==> config.mk <==
export PLATFORM = sky130hd
export DESIGN_NAME = sflash_ctrl
export DESIGN_NICKNAME = d
export VERILOG_FILES = /design/src/rtl/sflash_ctrl_pkg.sv /design/src/rtl/sflash_ctrl.sv
export SDC_FILE = /design/constraint.sdc
export NUM_CORES = 1
export LEC_CHECK = 0
export ABC_AREA = 1
export BUFFER_PORTS_ARGS = -buffer_cell sky130_fd_sc_hd__buf_2
export CAP_MARGIN = 0
export CORE_MARGIN = 2
export CORE_UTILIZATION = 40
export DETAILED_ROUTE_END_ITERATION = 7
export MAX_ROUTING_LAYER = met4
export PLACE_DENSITY = 0.65
export REMOVE_ABC_BUFFERS = 1
export SYNTH_ARGS = -nofsm -noshare
export SYNTH_HDL_FRONTEND = slang
export SYNTH_SLANG_ARGS = --single-unit
==> constraint.sdc <==
create_clock -name clk -period 2.9 [get_ports clk]
set_input_delay 0.145 -clock clk [delete_from_list [all_inputs] [get_ports clk]]
set_output_delay 0.145 -clock clk [all_outputs]
set_load 0.01 [all_outputs]
==> src/rtl/sflash_ctrl_pkg.sv <==
// Shared encodings for the serial-flash read controller: engine format codes,
// read opcodes, the quad mode byte and the controller state encoding.
package sflash_ctrl_pkg;

    // eng_format codes; 000/001 deassert CS#
    localparam logic [2:0] FMT_IDLE  = 3'b000;
    localparam logic [2:0] FMT_CMD   = 3'b010;
    localparam logic [2:0] FMT_SDATA = 3'b011;
    localparam logic [2:0] FMT_QADDR = 3'b110;
    localparam logic [2:0] FMT_QDATA = 3'b111;

    localparam logic [7:0] OP_FAST_READ = 8'h0B;
    localparam logic [7:0] OP_QUAD_READ = 8'hEB;
    localparam logic [7:0] MODE_BYTE    = 8'h00;

    typedef enum logic [2:0] {
        ST_IDLE,
        ST_CMD,
        ST_ADDR,
        ST_MODE,
        ST_DUMMY,
        ST_DATA,
        ST_CSHI
    } state_t;

endpackage

==> src/rtl/sflash_ctrl.sv <==
// Serial-flash read controller: sequences fast-read / quad-read transactions
// byte by byte over an external byte engine and buffers one received byte.
module sflash_ctrl
    import sflash_ctrl_pkg::*;
#(
    parameter int         CSH_CYCLES = 4,
    parameter logic [7:0] DATA_OUT   = 8'hFF
) (
    input  logic        clk,
    input  logic        arstn,
    input  logic        req,
    input  logic [23:0] addr,
    input  logic [15:0] len,
    input  logic        quad,
    input  logic        abort,
    output logic        busy,
    output logic        done,
    output logic [7:0]  rd_data,
    output logic        rd_valid,
    input  logic        rd_ready,
    input  logic        eng_ready,
    output logic        eng_wr,
    output logic [7:0]  eng_din,
    output logic [2:0]  eng_format,
    input  logic [7:0]  eng_dout
);

    localparam int CW = (CSH_CYCLES > 1) ? $clog2(CSH_CYCLES) : 1;

    state_t        state;
    logic [23:0]   addr_q;
    logic [15:0]   dcnt;
    logic          quad_q;
    logic [1:0]    bcnt;
    logic          skip;
    logic          abort_seen;
    logic          pend;
    logic [CW-1:0] csh_cnt;

    logic byte_done, buf_free, stop;

    // the engine's ready is not trusted in the cycle right after a write
    assign byte_done = !eng_wr && !skip && eng_ready;
    assign buf_free  = !rd_valid || rd_ready;
    assign stop      = abort_seen || abort;

    always_ff @(posedge clk) begin
        if (!arstn) begin
            state      <= ST_IDLE;
            busy       <= 1'b0;
            done       <= 1'b0;
            eng_wr     <= 1'b0;
            eng_din    <= 8'h00;
            eng_format <= FMT_IDLE;
            rd_valid   <= 1'b0;
            rd_data    <= 8'h00;
            addr_q     <= '0;
            dcnt       <= '0;
            quad_q     <= 1'b0;
            bcnt       <= '0;
            skip       <= 1'b0;
            abort_seen <= 1'b0;
            pend       <= 1'b0;
            csh_cnt    <= '0;
        end else begin
            done <= 1'b0;
            if (eng_wr) begin
                eng_wr <= 1'b0;
                skip   <= 1'b1;
            end else if (skip) begin
                skip <= 1'b0;
            end
            if (rd_valid && rd_ready)
                rd_valid <= 1'b0;
            if (abort && state != ST_IDLE && state != ST_CSHI)
                abort_seen <= 1'b1;

            case (state)
                ST_IDLE: begin
                    if (req && eng_ready) begin
                        addr_q     <= addr;
                        dcnt       <= len;
                        quad_q     <= quad;
                        busy       <= 1'b1;
                        abort_seen <= 1'b0;
                        state      <= ST_CMD;
                        eng_wr     <= 1'b1;
                        eng_din    <= quad ? OP_QUAD_READ : OP_FAST_READ;
                        eng_format <= FMT_CMD;
                    end
                end
                ST_CMD: begin
                    if (byte_done) begin
                        if (stop) begin
                            state <= ST_CSHI; eng_format <= FMT_IDLE; csh_cnt <= '0;
                        end else begin
                            state      <= ST_ADDR;
                            bcnt       <= 2'd1;
                            eng_wr     <= 1'b1;
                            eng_din    <= addr_q[23:16];
                            eng_format <= quad_q ? FMT_QADDR : FMT_CMD;
                        end
                    end
                end
                ST_ADDR: begin
                    if (byte_done) begin
                        if (stop) begin
                            state <= ST_CSHI; eng_format <= FMT_IDLE; csh_cnt <= '0;
                        end else if (bcnt != 2'd3) begin
                            // bcnt counts address bytes already issued, MSB first
                            eng_wr  <= 1'b1;
                            eng_din <= (bcnt == 2'd1) ? addr_q[15:8] : addr_q[7:0];
                            bcnt    <= bcnt + 2'd1;
                        end else if (quad_q) begin
                            state   <= ST_MODE;
                            eng_wr  <= 1'b1;
                            eng_din <= MODE_BYTE;
                        end else begin
                            state      <= ST_DUMMY;
                            bcnt       <= 2'd1;
                            eng_wr     <= 1'b1;
                            eng_din    <= DATA_OUT;
                            eng_format <= FMT_SDATA;
                        end
                    end
                end
                ST_MODE: begin
                    if (byte_done) begin
                        if (stop) begin
                            state <= ST_CSHI; eng_format <= FMT_IDLE; csh_cnt <= '0;
                        end else begin
                            state      <= ST_DUMMY;
                            bcnt       <= 2'd1;
                            eng_wr     <= 1'b1;
                            eng_din    <= DATA_OUT;
                            eng_format <= FMT_QDATA;
                        end
                    end
                end
                ST_DUMMY: begin
                    if (byte_done) begin
                        if (stop || dcnt == 16'd0) begin
                            state <= ST_CSHI; eng_format <= FMT_IDLE; csh_cnt <= '0;
                        end else if (quad_q && bcnt == 2'd1) begin
                            bcnt    <= 2'd2;
                            eng_wr  <= 1'b1;
                            eng_din <= DATA_OUT;
                        end else begin
                            state <= ST_DATA;
                            pend  <= 1'b1;
                        end
                    end
                end
                ST_DATA: begin
                    // pend: no byte in flight, next one waits for buffer space
                    if (pend) begin
                        if (stop) begin
                            state <= ST_CSHI; eng_format <= FMT_IDLE; csh_cnt <= '0;
                            pend  <= 1'b0;
                        end else if (buf_free) begin
                            pend    <= 1'b0;
                            eng_wr  <= 1'b1;
                            eng_din <= DATA_OUT;
                        end
                    end else if (byte_done) begin
                        rd_data  <= eng_dout;
                        rd_valid <= 1'b1;
                        if (dcnt != 16'd0)
                            dcnt <= dcnt - 16'd1;
                        if (stop || dcnt <= 16'd1) begin
                            state <= ST_CSHI; eng_format <= FMT_IDLE; csh_cnt <= '0;
                        end else begin
                            pend <= 1'b1;
                        end
                    end
                end
                ST_CSHI: begin
                    if (csh_cnt == CW'(CSH_CYCLES - 1)) begin
                        state   <= ST_IDLE;
                        busy    <= 1'b0;
                        done    <= 1'b1;
                        csh_cnt <= '0;
                    end else begin
                        csh_cnt <= csh_cnt + 1'b1;
                    end
                end
                default: state <= ST_IDLE;
            endcase
        end
    end

endmodule

==> summary by stage, run 1 <==
GRT
The global-route usage over all layers is 20.92%. Entering global routing, the biggest net connects 57 pins. For this run the aggregate overflow at the end of global routing stands at 0.

The number of antenna violations at the first check in global routing came to 0. The global-route wire length before repair is 18980 microns. The number of global-route vias before repair is 4150.

Place
The post-detailed-placement half-perimeter wirelength is 8108 microns. The congestion estimate from routability-driven global placement came to around 0.92. In this run the tool buffered the top-level ports with 77 buffer cells.

The number of instances in the placed design is about 840.

Synth
During synthesis, Yosys emitted a total of 0 warnings. Yosys mapped a number of flops with a built-in enable equal to 0. The most instantiated flip-flop cell in the synthesis netlist is sky130_fd_sc_hd__dfxtp_1. Ranked by total cell area, the synthesized netlist is headed by sky130_fd_sc_hd__dfxtp_1 (34%), sky130_fd_sc_hd__nand2_1 (11%), sky130_fd_sc_hd__nor2_1 (11%).

Counting flops and latches in the post-synthesis netlist gives between 70 and 80. The summed instance area of the synthesized netlist is 4307 sq um. The synthesized design spends more area on one cell type than any other, namely sky130_fd_sc_hd__dfxtp_1. The proportion of register bits with asynchronous set or reset after synthesis is 0%.

In this run the mean area of a mapped cell was around 6.7 sq um. The number of distinct standard cells referenced by the synthesized netlist is 42. The gate count of the mapped netlist is 644. After synthesis, flip-flops and latches occupy 34.40% of the total area.

In this run the biggest area consumer among cell types represents 34.40% of the synthesized area.

Clock network
The total setup buffers inserted after CTS is 0. The latest clock arrival within the worst-skew pair is 0.37 ns. The total clock sinks is 74.

The clock edge transition at the registers on the reported setup and hold paths is ~0.090 ns. TritonCTS built the clock tree. In this run the deepest clock path goes through 2 buffers. The number of clock buffers inserted by TritonCTS is 9. The number of H-tree branching levels is 3.

The root buffer cell is sky130_fd_sc_hd__clkbuf_8.

Route
The routed via count divided by cell count is 5.076. In the routed design, unresolved DRC markers number 0. The remaining number of nets flagged by the antenna check after routing is 0. The aggregate routed wire length is 11270 microns. Dividing the detail-routed wire length by the instance count gives 13.10 microns. The count of vias placed by the detailed router is roughly 4400. The count of TritonRoute iterations in the first routing pass is 5. The first routing iteration left 290 violations.

STA
The max-slew violation count is 0. At the pin with the least slew margin, the transition time is 0.8513 ns. The timing-limited maximum frequency is 465.3 MHz. The number of endpoints with negative hold slack in the final report came to 0. The maximum clock skew at final layout is 0.01355 ns. Setup repair after global routing left no endpoint under its margin. The clock period could shrink to 2.149 ns. Setup total negative slack on the finished layout was measured at 0 ns. The count of final setup violators is 0. Measured against its own limit, the worst slew margin works out to 43.18%. Of the available clock period, the critical path in the final layout requires 74.11%.

Worst setup path
Counting both buffers and inverters, the worst setup path holds a total of 2. The gate family responsible for the most delay along the worst path is flip-flops. The maximum cell stage delay along the critical path is roughly 0.64 ns. Traced cell by cell, the critical path runs through nand3_4 > buf_4 > nor2_1 > nor2_4 > o21ai_4 > inv_4 > o21ai_0 > nor2_1. The worst setup path is launched from a flop. The critical path is of the reg2reg type. The arrival time of the worst setup path is roughly 2.4 ns. The most numerous cell type found on the critical path is sky130_fd_sc_hd__nor2_1. The element type at the critical path end is a flop. At the worst endpoint, the required time is 3.14 ns. The cell with the largest stage delay on the worst path is sky130_fd_sc_hd__dfxtp_1. The top fanout value on the critical path is 19.

Floorplan
The total area inside the core boundary comes to roughly 10000 sq um. For this design the top-level I/O count stands at 78. The vertical extent of the die is 107.8 microns. In this run the core area contains 37 standard-cell rows. The initial standard-cell utilization of the core is 41.53%. In this run the horizontal extent of the chip is 107.8 microns.

The die covers 11610 sq um.

Power and ir drop
Net switching is 46.80% of the power. The power spent charging and discharging nets is ~2.4 mW. The sequential group share of total power is between 20 and 30%. The proportion of power drawn by combinational gates is 52.0%. The internal portion of the total power is 2.713 mW. Power spread over the standard cell area amounts to 1012 nW/um^2. Summed over all cells, the static leakage comes to 2.338 nW. The worst supply voltage drop on vdd is 0.3495 mV. The share of total power dissipated in the clock network is a little under a fifth.

Layout
The number of antenna diodes in the final layout is 0. The non-filler instance count after layout is 860. For this run, the post-layout net count is 781. The area growth from synthesis to layout is 17.00%. The fraction of layout cells with a size suffix above 1 is 21.82%.

Hold path
The class of the worst hold path is in2reg.

Run
The number of max-capacitance violations reported is 0.

Status
The run finished with clean final reports.
==> area by class of cell <==
class / instances / area, sq um
well taps: 136 / 170.2
repair buffers: 91 / 513.0
fillers: 1077 / 5331
inverters: 54 / 212.7
flip-flops and latches: 74 / 1481
clock inverters: 5 / 85.08
clock buffers: 11 / 141.4
multi-input cells: 489 / 2435
==> worst reg2reg max path: cells and delay by family (launching register included) <==
| family | cells | cell delay, ns |
|---|---|---|
| AO/OA/AOI/OAI | 2 | 0.39 |
| buffers and inverters | 2 | 0.45 |
| flip-flops | 1 | 0.64 |
| AND/OR/NAND/NOR | 4 | 0.56 |
==> power by group through the flow <==
stage | registers, mW | logic [mW] | clock network [mW]
floorplan | 1.53 | 1.96 | 0
CTS | 1.51 | 2.65 | 0.941
global route | 1.55 | 3.04 | 0.981
finish | 1.52 | 2.65 | 0.929
global placement | 1.52 | 2.58 | 0
detailed placement | 1.54 | 2.63 | 0
==> sequential cells by signal, summed over array words and instances, names as in the netlist <==
name	count
rd_valid	1
quad_q	1
done	1
eng_format	3
csh_cnt	2
pend	1
eng_din	8
eng_wr	1
bcnt	2
state	3
dcnt	16
addr_q	24
rd_data	8
abort_seen	1
skip	1
busy	1
==> logic make-up after synthesis <==
logic type | after synthesis | share of synthesized area, %
AND/OR/NAND/NOR | 346 | 36.26
AO/OA/AOI/OAI | 134 | 17.84
buffers and inverters | 81 | 9.064
flip-flops | 74 | 34.40
adder cells (fa/ha/maj) | 7 | 2.034
XOR/XNOR | 2 | 0.4068
==> routing by layer <==
layer / GRT usage [%] / up-vias / wire [microns] / part of all wire (%)
met1: 27.22 / 1982 / 5340 / 47
met5: - / - / 0 / 0
li1: - / 2245 / - / -
met2: 31.94 / 117 / 5189 / 46
met4: 9.249 / 0 / 263 / 2.3
met3: 3.511 / 21 / 476 / 4.2
==> stage by stage <==
stage	total power, mW	setup WS [ns]	utilization (%)	area (sq um)	hold slack, ns
after floorplan	3.497	0.7209	-	4129	0.2426
after global placement	4.106	0.8078	45.54	4722	0.3656
after detailed placement	4.166	0.7626	45.54	4722	0.3736
after CTS	5.107	0.7515	48.59	5039	0.0002700
after global routing	5.578	0.5850	48.59	5039	0.003806
final	5.099	0.7507	48.59	5039	0.0003910
==> cells in the mapped netlist, types with 7 or more instances <==
cell type	instances
sky130_fd_sc_hd__nand3_2	8
sky130_fd_sc_hd__nand2_1	126
sky130_fd_sc_hd__buf_6	7
sky130_fd_sc_hd__inv_1	43
sky130_fd_sc_hd__or2_2	7
sky130_fd_sc_hd__clkbuf_1	13
sky130_fd_sc_hd__a21oi_2	13
sky130_fd_sc_hd__dfxtp_1	74
sky130_fd_sc_hd__nand2_2	8
sky130_fd_sc_hd__nor2_1	125
sky130_fd_sc_hd__o21ai_0	64
sky130_fd_sc_hd__ha_1	7
sky130_fd_sc_hd__nand3_1	47
sky130_fd_sc_hd__a21oi_1	43
==> worst paths after layout <==
check	start	endpoint	slack [ns]	cells after the start
max	state[0]	dcnt[5]	0.75	8
max reg2reg	state[0]	dcnt[5]	0.75	8
min	addr[1]	addr_q[1]	0.0004	3
min reg2reg	eng_wr	skip	0.44	2
==> placed cells by master, fill, tap and decap left out, types with 9 or more instances in the layout <==
master                          instances
sky130_fd_sc_hd__dfxtp_1               74
sky130_fd_sc_hd__a21oi_2               13
sky130_fd_sc_hd__dlygate4sd3_1          9
sky130_fd_sc_hd__nand2_1              126
sky130_fd_sc_hd__clkbuf_8              10
sky130_fd_sc_hd__nand3_1               47
sky130_fd_sc_hd__nor2_1               125
sky130_fd_sc_hd__inv_1                 43
sky130_fd_sc_hd__buf_2                 77
sky130_fd_sc_hd__a21oi_1               43
sky130_fd_sc_hd__o21ai_0               64
==> what timing repair did <==
action	CTS	global route
hold buffers	9	0
endpoints found under the hold margin	9	0
resized for setup	0	0
setup endpoints to repair	0	0
(Power assumes the default switching activity.)
==> run 2: changes to the inputs <==
--- a/config.mk
+++ b/config.mk
@@ -5,14 +5,14 @@
 export SDC_FILE = /design/constraint.sdc
 export NUM_CORES = 1
 export LEC_CHECK = 0
-export ABC_AREA = 1
+export ABC_AREA = 0
 export BUFFER_PORTS_ARGS = -buffer_cell sky130_fd_sc_hd__buf_2
 export CAP_MARGIN = 0
 export CORE_MARGIN = 2
 export CORE_UTILIZATION = 40
 export DETAILED_ROUTE_END_ITERATION = 7
 export MAX_ROUTING_LAYER = met4
-export PLACE_DENSITY = 0.65
+export PLACE_DENSITY = 0.67
 export REMOVE_ABC_BUFFERS = 1
 export SYNTH_ARGS = -nofsm -noshare
 export SYNTH_HDL_FRONTEND = slang
==> constraint.sdc (replaced) <==
create_clock -name clk -period 1.9 [get_ports clk]
set_input_delay 0.095 -clock clk [delete_from_list [all_inputs] [get_ports clk]]
set_output_delay 0.095 -clock clk [all_outputs]
set_load 0.01 [all_outputs]
==> summary by stage, run 2 <==
Status
The flow ran to the end, but the final reports show violations. The final reports fail on negative setup slack.

Layout
The register with the most flip-flops in the final layout is addr_q. The fraction of layout cells with a size suffix above 1 is 35.01%. The count of cells in the finished layout, fillers not included, comes to 827. The net count reported at finish is 751. Relative to the synthesized area, the layout overhead comes to 50.03%. In the layout the commonest cells are sky130_fd_sc_hd__nand2_1 (123), sky130_fd_sc_hd__buf_2 (78), sky130_fd_sc_hd__dfxtp_1 (72), sky130_fd_sc_hd__buf_4 (72), sky130_fd_sc_hd__a21oi_1 (56).

Leaving out fill and tap cells, the most frequent cell in the layout is sky130_fd_sc_hd__nand2_1. The register with the most flip-flops in the layout has 24 of them. At the end of the flow the core is filled with cells to 60.88%. The antenna cell count is 0. The largest registers in the layout are addr_q (24), dcnt (16).

Route
The routed via count divided by cell count is 5.356. For this run, design rule violations remaining after detail routing come to 0. Dividing the detail-routed wire length by the instance count gives 14.77 microns. The aggregate routed wire length is between 10000 and 15000 microns. The count of TritonRoute iterations in the first routing pass is 6. Detailed routing inserted a total of roughly 4400 vias. The remaining number of nets flagged by the antenna check after routing is 0. The DRC marker count from the first detailed-route iteration is 252.

STA
The timing-limited maximum frequency is between 400 and 500 MHz. The final critical-path required period is 2.245 ns. Once routing completed, OpenROAD measured the worst setup slack at -0.3448 ns.

The setup TNS is -9.414 ns. Setup repair after global routing could not meet its margin everywhere. Measured against its own limit, the worst slew margin works out to 34.79%. The maximum clock skew at final layout is 0.01019 ns.

The max-slew violation count was 0. The count of final setup violators is 36. The transition time at the pin with the least slew margin is 0.9771 ns. The number of endpoints with negative hold slack in the final report was 0. The final critical path takes up 118.1% of the cycle.

Floorplan
The area of the core region is 9639 sq um. For this configuration, the core starts out at a cell density of 40.58%. The die width is 102.9 microns. The floorplan step set the die height to 102.9 microns. The floorplan row count is 36. 78 I/O pins were placed. The floorplan step defined a die boundary enclosing 10590 sq um.

Synth
Yosys mapped the design onto 62 distinct sky130hd cell types. The count of yosys warnings during synthesis is 0. By count the netlist is led by sky130_fd_sc_hd__nand2_1 (124), sky130_fd_sc_hd__dfxtp_1 (74), sky130_fd_sc_hd__a21oi_1 (65), sky130_fd_sc_hd__o21ai_0 (31), sky130_fd_sc_hd__clkbuf_1 (30). The number of enable flip-flop cells after synthesis is 0.

For this run, asynchronously set or reset flops after synthesis account for 0%. The gate count of the mapped netlist is 520. The leading cell type by number of instances after synthesis is sky130_fd_sc_hd__nand2_1.

The synthesized design spends more area on one cell type than any other, namely sky130_fd_sc_hd__dfxtp_1. The mean instance size in the synthesized netlist is 7.522 sq um. By area the synthesized netlist is led by sky130_fd_sc_hd__dfxtp_1 (38%), sky130_fd_sc_hd__nand2_1 (12%), sky130_fd_sc_hd__a21oi_1 (8.3%).

The most instantiated flip-flop cell in the synthesis netlist is sky130_fd_sc_hd__dfxtp_1. The summed instance area of the synthesized netlist is slightly below 4000 sq um. The proportion of synthesized chip area in sequential cells is 37.88%. The top cell type's share of synthesized area is 37.88%.

The count of state elements after synthesis is 74.

GRT
The number of antenna violations at the first check in global routing was 0. The number of global-route vias before repair is 4054. The global-route wire length before repair is 18890 microns. In the global route stage, overall resource usage came out at 23.31%. The maximum number of pins on one net before global-route repair is 40.

The total grt overflow is 0.

Worst setup path
The arrival time of the worst setup path is between 2 and 2.5 ns. The top fanout value on the critical path is 4. STA puts the critical path data required time at 2.12 ns. Among the stages of the critical path, the cell type that occurs most often is sky130_fd_sc_hd__buf_6. The largest individual stage delay along the critical path comes from the cell sky130_fd_sc_hd__or4b_4. The start-to-end type of the worst setup path is reg2reg. The startpoint class of the critical path is a flop. The maximum cell stage delay along the critical path is 0.49 ns. The element type at the critical path end is a flop. The critical path goes through inv_2 > ha_4 > or4b_4 > or4_4 > a21oi_4 > buf_6 > buf_6 > or2_4 > a21oi_2.

Clock network
The latest clock arrival within the worst-skew pair is 0.37 ns. The total clock sinks is 74. The clock edge transition at the registers on the reported setup and hold paths is 0.08 ns. No sink is reached through more buffers than the 2 on the longest clock path. The CTS tree is built. The number of H-tree branching levels is 3. The number of clock buffers inserted by TritonCTS is 9.

The root buffer cell is sky130_fd_sc_hd__clkbuf_8.

Place
The number of port buffers is 77. Once placement completed, the tool counted placed cells totaling about 770. Summed over all nets, the half-perimeter wirelength after detailed placement is 7882 microns. The weighted congestion at the end of routability-driven global placement is 0.8943.

Run
Across the run, the number of max-cap violations was 0.

Power and ir drop
The power density normalized to cell area is 1153 nW/um^2. In this run the static leakage power is 2.463 nW. Across the VDD grid, the largest voltage drop is 0.4128 mV.

Hold path
The class of the worst hold path is in2reg.
-- run 2: where the power goes --
| group | internal, mW | switching [mW] | leakage, nW |
|---|---|---|---|
| Clock | 0.845 | 0.620 | 0.119 |
| Sequential | 1.79 | 0.154 | 0.603 |
| Combinational | 1.62 | 1.74 | 1.74 |
| Total | 4.25 | 2.51 | 2.46 |
-- run 2: logic make-up after synthesis --
| logic type | synth area share [%] |
|---|---|
| buffers and inverters | 4.670 |
| flip-flops | 37.88 |
| AND/OR/NAND/NOR | 25.72 |
| multiplexers | 4.190 |
| XOR/XNOR | 0.2240 |
| AO/OA/AOI/OAI | 24.82 |
| adder cells (fa/ha/maj) | 2.495 |
-- run 2: path summary, 6_finish.rpt --
check | from | endpoint | slack, ns | depth (start not counted)
worst max-delay path | dcnt[0] | dcnt[4] | -0.34 | 9
worst min-delay path | len[15] | dcnt[15] | 0.02 | 3
worst max register to register | dcnt[0] | dcnt[4] | -0.34 | 9
worst min register to register | addr_q[5] | addr_q[5] | 0.45 | 2
-- run 2: layout make-up --
cell class | instances | area (sq um)
well taps | 133 | 166.4
clock buffers | 12 | 165.2
flip-flops and latches | 74 | 1484
clock inverters | 4 | 72.57
multi-input cells | 400 | 2534
inverters | 9 | 33.78
repair buffers | 195 | 1413
fillers | 878 | 3771
-- run 2: critical path: cells and delay by family, from the launching register on --
family	cells	cell delay, ns
fa+ha+maj	1	0.13
buf+inv	3	0.32
flops	1	0.33
compound gates	2	0.26
simple gates	3	1.06
-- run 2: stage by stage --
| step | worst slack, ns | hold slack (ns) | total power [mW] | instance area (sq um) |
|---|---|---|---|---|
| 2_1_floorplan | -0.9043 | 0.2223 | 3.466 | 3762 |
| 3_3_place_gp | -0.3381 | 0.3359 | 4.565 | 4902 |
| 3_5_place_dp | -0.3768 | 0.3412 | 4.619 | 4902 |
| 4_1_cts | -0.3001 | 0.01347 | 6.351 | 5603 |
| 5_1_grt | -0.4465 | 0.03289 | 7.116 | 5868 |
| 6_report | -0.3448 | 0.02180 | 6.763 | 5868 |
-- run 2: what timing repair did --
item                                    in CTS  in global routing
setup buffers                                2                  6
endpoints found under the setup margin      36                 48
gates cloned                                 1                  1
endpoints found under the hold margin       34                  0
hold buffers                                34                  0
pin swaps                                   11                 30
gates resized for setup                     28                 59
-- run 2: routing by layer --
layer  share of wire (%)  track usage (%)
met5                   0                -
met2                  49            36.86
met3                 5.5            3.051
met1                  43            29.94
met4                 2.3            10.02
==> run 3: changes to the inputs <==
--- a/config.mk
+++ b/config.mk
@@ -8,6 +8,7 @@
 export ABC_AREA = 0
 export BUFFER_PORTS_ARGS = -buffer_cell sky130_fd_sc_hd__buf_2
 export CAP_MARGIN = 0
+export CORE_ASPECT_RATIO = 0.7
 export CORE_MARGIN = 2
 export CORE_UTILIZATION = 40
 export DETAILED_ROUTE_END_ITERATION = 7
==> summary by stage, run 3 (synthesis results as in run 2) <==
Route
The count of TritonRoute iterations in the first routing pass is 5. After detailed routing, the number of remaining DRC violations is 0. Using the TritonRoute via totals, the vias-per-cell ratio works out to 5.429. The aggregate routed wire length is 12490 microns.

The DRC marker count from the first detailed-route iteration is roughly 290. The remaining number of nets flagged by the antenna check after routing is 0. The count of vias placed by the detailed router is approximately 4300. The per-cell routed wire length is about 16 microns.

Floorplan
The die width is between 100 and 150 microns. The area of the core region is 9609 sq um. In this run the vertical extent of the chip is 86.73 microns. The floorplan row count is 30. The total I/O pin count is between 70 and 80.

The initial standard-cell utilization of the core is a little over 40%. The overall die area is 10600 sq um.

Hold path
The sink of the worst hold path is addr_q[22]. The worst hold path cell count is 3. The startpoint identified for the worst hold timing path is addr[22]. In this run the worst hold path is classified as in2reg.

GRT
The first global-routing pass estimated roughly 20000 microns of wire. The number of antenna violations at the first check in global routing is 0. The global-route usage over all layers is 24.51%. The number of global-route vias before repair is just under 4000. Entering global routing, the biggest net connects 40 pins. The total grt overflow is 0.

Status
The checks that failed: negative setup slack. The run finished, with violations left.

Worst setup path
The endpoint of the most critical register-to-register path is csh_cnt[1]. The worst reg2reg path startpoint is dcnt[6]. The element type at the critical path end is a flop. The startpoint class of the critical path is a flop. Counting cells, the worst reg-to-reg path comes to 7.

The worst reg-to-reg setup slack is -0.27 ns. The arrival time of the worst setup path is roughly 2.4 ns. The worst path required time is around 2.1 ns. The critical path is of the reg2reg type. The top fanout value on the critical path is 4.

STA
After routing, the total negative slack on setup checks comes to -7.789 ns. The post-route clock period utilization is 114.2%. The final critical-path required period is 2.169 ns. Derived from the worst setup path, the maximum achievable clock frequency is 461.0 MHz. The worst hold slack is ~0.006 ns. At the pin with the least slew margin, the transition time is 0.4865 ns.

The worst slew margin relative to its limit is 67.27%. The maximum clock skew at final layout is 0.007517 ns. Setup repair after global routing could not meet its margin everywhere.

Setup violations remaining at the end of the flow were counted as 36. The number of endpoints with negative hold slack in the final report is 0. The worst path setup slack after routing is -0.2693 ns.

The max-slew violation count is 0.

Place
OpenSTA, run right after detailed placement, puts the worst setup slack at -0.4834 ns. The area after detailed placement is 4881 sq um. The number of port buffers is 77. The weighted congestion at the end of routability-driven global placement is approximately 0.90.

The wire-length estimate of the detail-placed layout is around 8500 microns.

Clock network
The number of H-tree branching levels is 3. The latest clock arrival within the worst-skew pair is 0.34 ns. The clock net in this run drives a total of 74 sinks. The number of clock buffers inserted by TritonCTS is 9. In this run the clock root is driven by a sky130_fd_sc_hd__clkbuf_16. The CTS tree is built. The maximum buffer depth of the clock tree is 2. Clock-pin slew was measured on the worst setup and hold paths at 0.06 ns.

Layout
In the final layout, the registers with the most flip-flops are addr_q (24), dcnt (16). 0 antenna diodes ended up in the layout. The fraction of layout cells with a size suffix above 1 is 33.88%. Once layout is complete, the utilization of the core stands at 59.02%.

The flip-flop count of the largest register, all copies and words added is 24. The layout overhead on the synthesized area is 45.01%. Leaving out fill and tap cells, the most frequent cells in the layout are sky130_fd_sc_hd__nand2_1 (123), sky130_fd_sc_hd__buf_2 (77), sky130_fd_sc_hd__dfxtp_1 (70). After routing the design area is 5672 sq um. The most common library cell in the layout ignoring fill and taps is sky130_fd_sc_hd__nand2_1.

The register containing the most flip-flops in the final layout is addr_q. The final layout contains 731 nets.

Power and ir drop
Across the VDD grid, the largest voltage drop is 0.5384 mV. The power density normalized to cell area is 1183 nW/um^2. The leakage power figure is 2.372 nW.

Run
The number of max-capacitance violations reported is 0.
[run 3: power breakdown]
part	leakage (nW)	internal (mW)	switching, mW	total [mW]
Combinational	1.64	1.56	1.72	3.28
Clock	0.129	0.867	0.627	1.49
Sequential	0.604	1.79	0.141	1.94
[run 3: worst max-delay path by stage]
| stage | endpoint | startpoint | slack (ns) | depth (start not counted) |
|---|---|---|---|---|
| floorplan | dcnt[2] | state[2] | -0.90 | 5 |
| global placement | csh_cnt[0] | dcnt[4] | -0.46 | 6 |
| detailed placement | csh_cnt[1] | dcnt[4] | -0.48 | 6 |
| CTS | eng_din[6] | dcnt[4] | -0.31 | 7 |
| global route | eng_din[6] | dcnt[0] | -0.35 | 9 |
| finish | csh_cnt[1] | dcnt[6] | -0.27 | 7 |
[run 3: area by class of cell]
class	instances	area [sq um]
Clock buffer	11	232.7
Clock inverter	4	20.02
Fill cell	871	3938
Inverter	9	33.78
Multi-Input combinational cell	400	2476
Sequential cell	74	1486
Tap cell	128	160.2
Timing Repair Buffer	175	1262
[run 3: stage by stage]
step | power [mW] | std cells
6_report | 6.708 | 801
5_1_grt | 7.111 | 801
3_5_place_dp | 4.692 | 756
4_1_cts | 6.536 | 795
2_1_floorplan | 3.466 | 483
3_3_place_gp | 4.635 | 756
[run 3: routing by layer]
metal  global-route usage (%)  share of wire (%)  up-vias
met2                    35.75                 43      150
met4                    7.315                1.3        0
met5                        -                  0        -
met3                    5.066                7.0       15
li1                         -                  -     2139
met1                    34.16                 48     2045
[run 3: critical path, cell delays in order (launching register included)]
cell	delay [ns]
sky130_fd_sc_hd__dfxtp_2	0.32
sky130_fd_sc_hd__or4_4	0.58
sky130_fd_sc_hd__nor4_4	0.31
sky130_fd_sc_hd__buf_4	0.15
sky130_fd_sc_hd__nor3_1	0.06
sky130_fd_sc_hd__a2111oi_2	0.36
sky130_fd_sc_hd__buf_4	0.18
sky130_fd_sc_hd__o21ai_0	0.09
[run 3: timing repair]
action	4_1_cts	5_1_grt
setup buffers	4	6
hold buffers	18	3
endpoints found under the setup margin	36	55
pin swaps	28	20
gates cloned	2	1
gates resized for setup	52	25
hold endpoints to repair	18	3
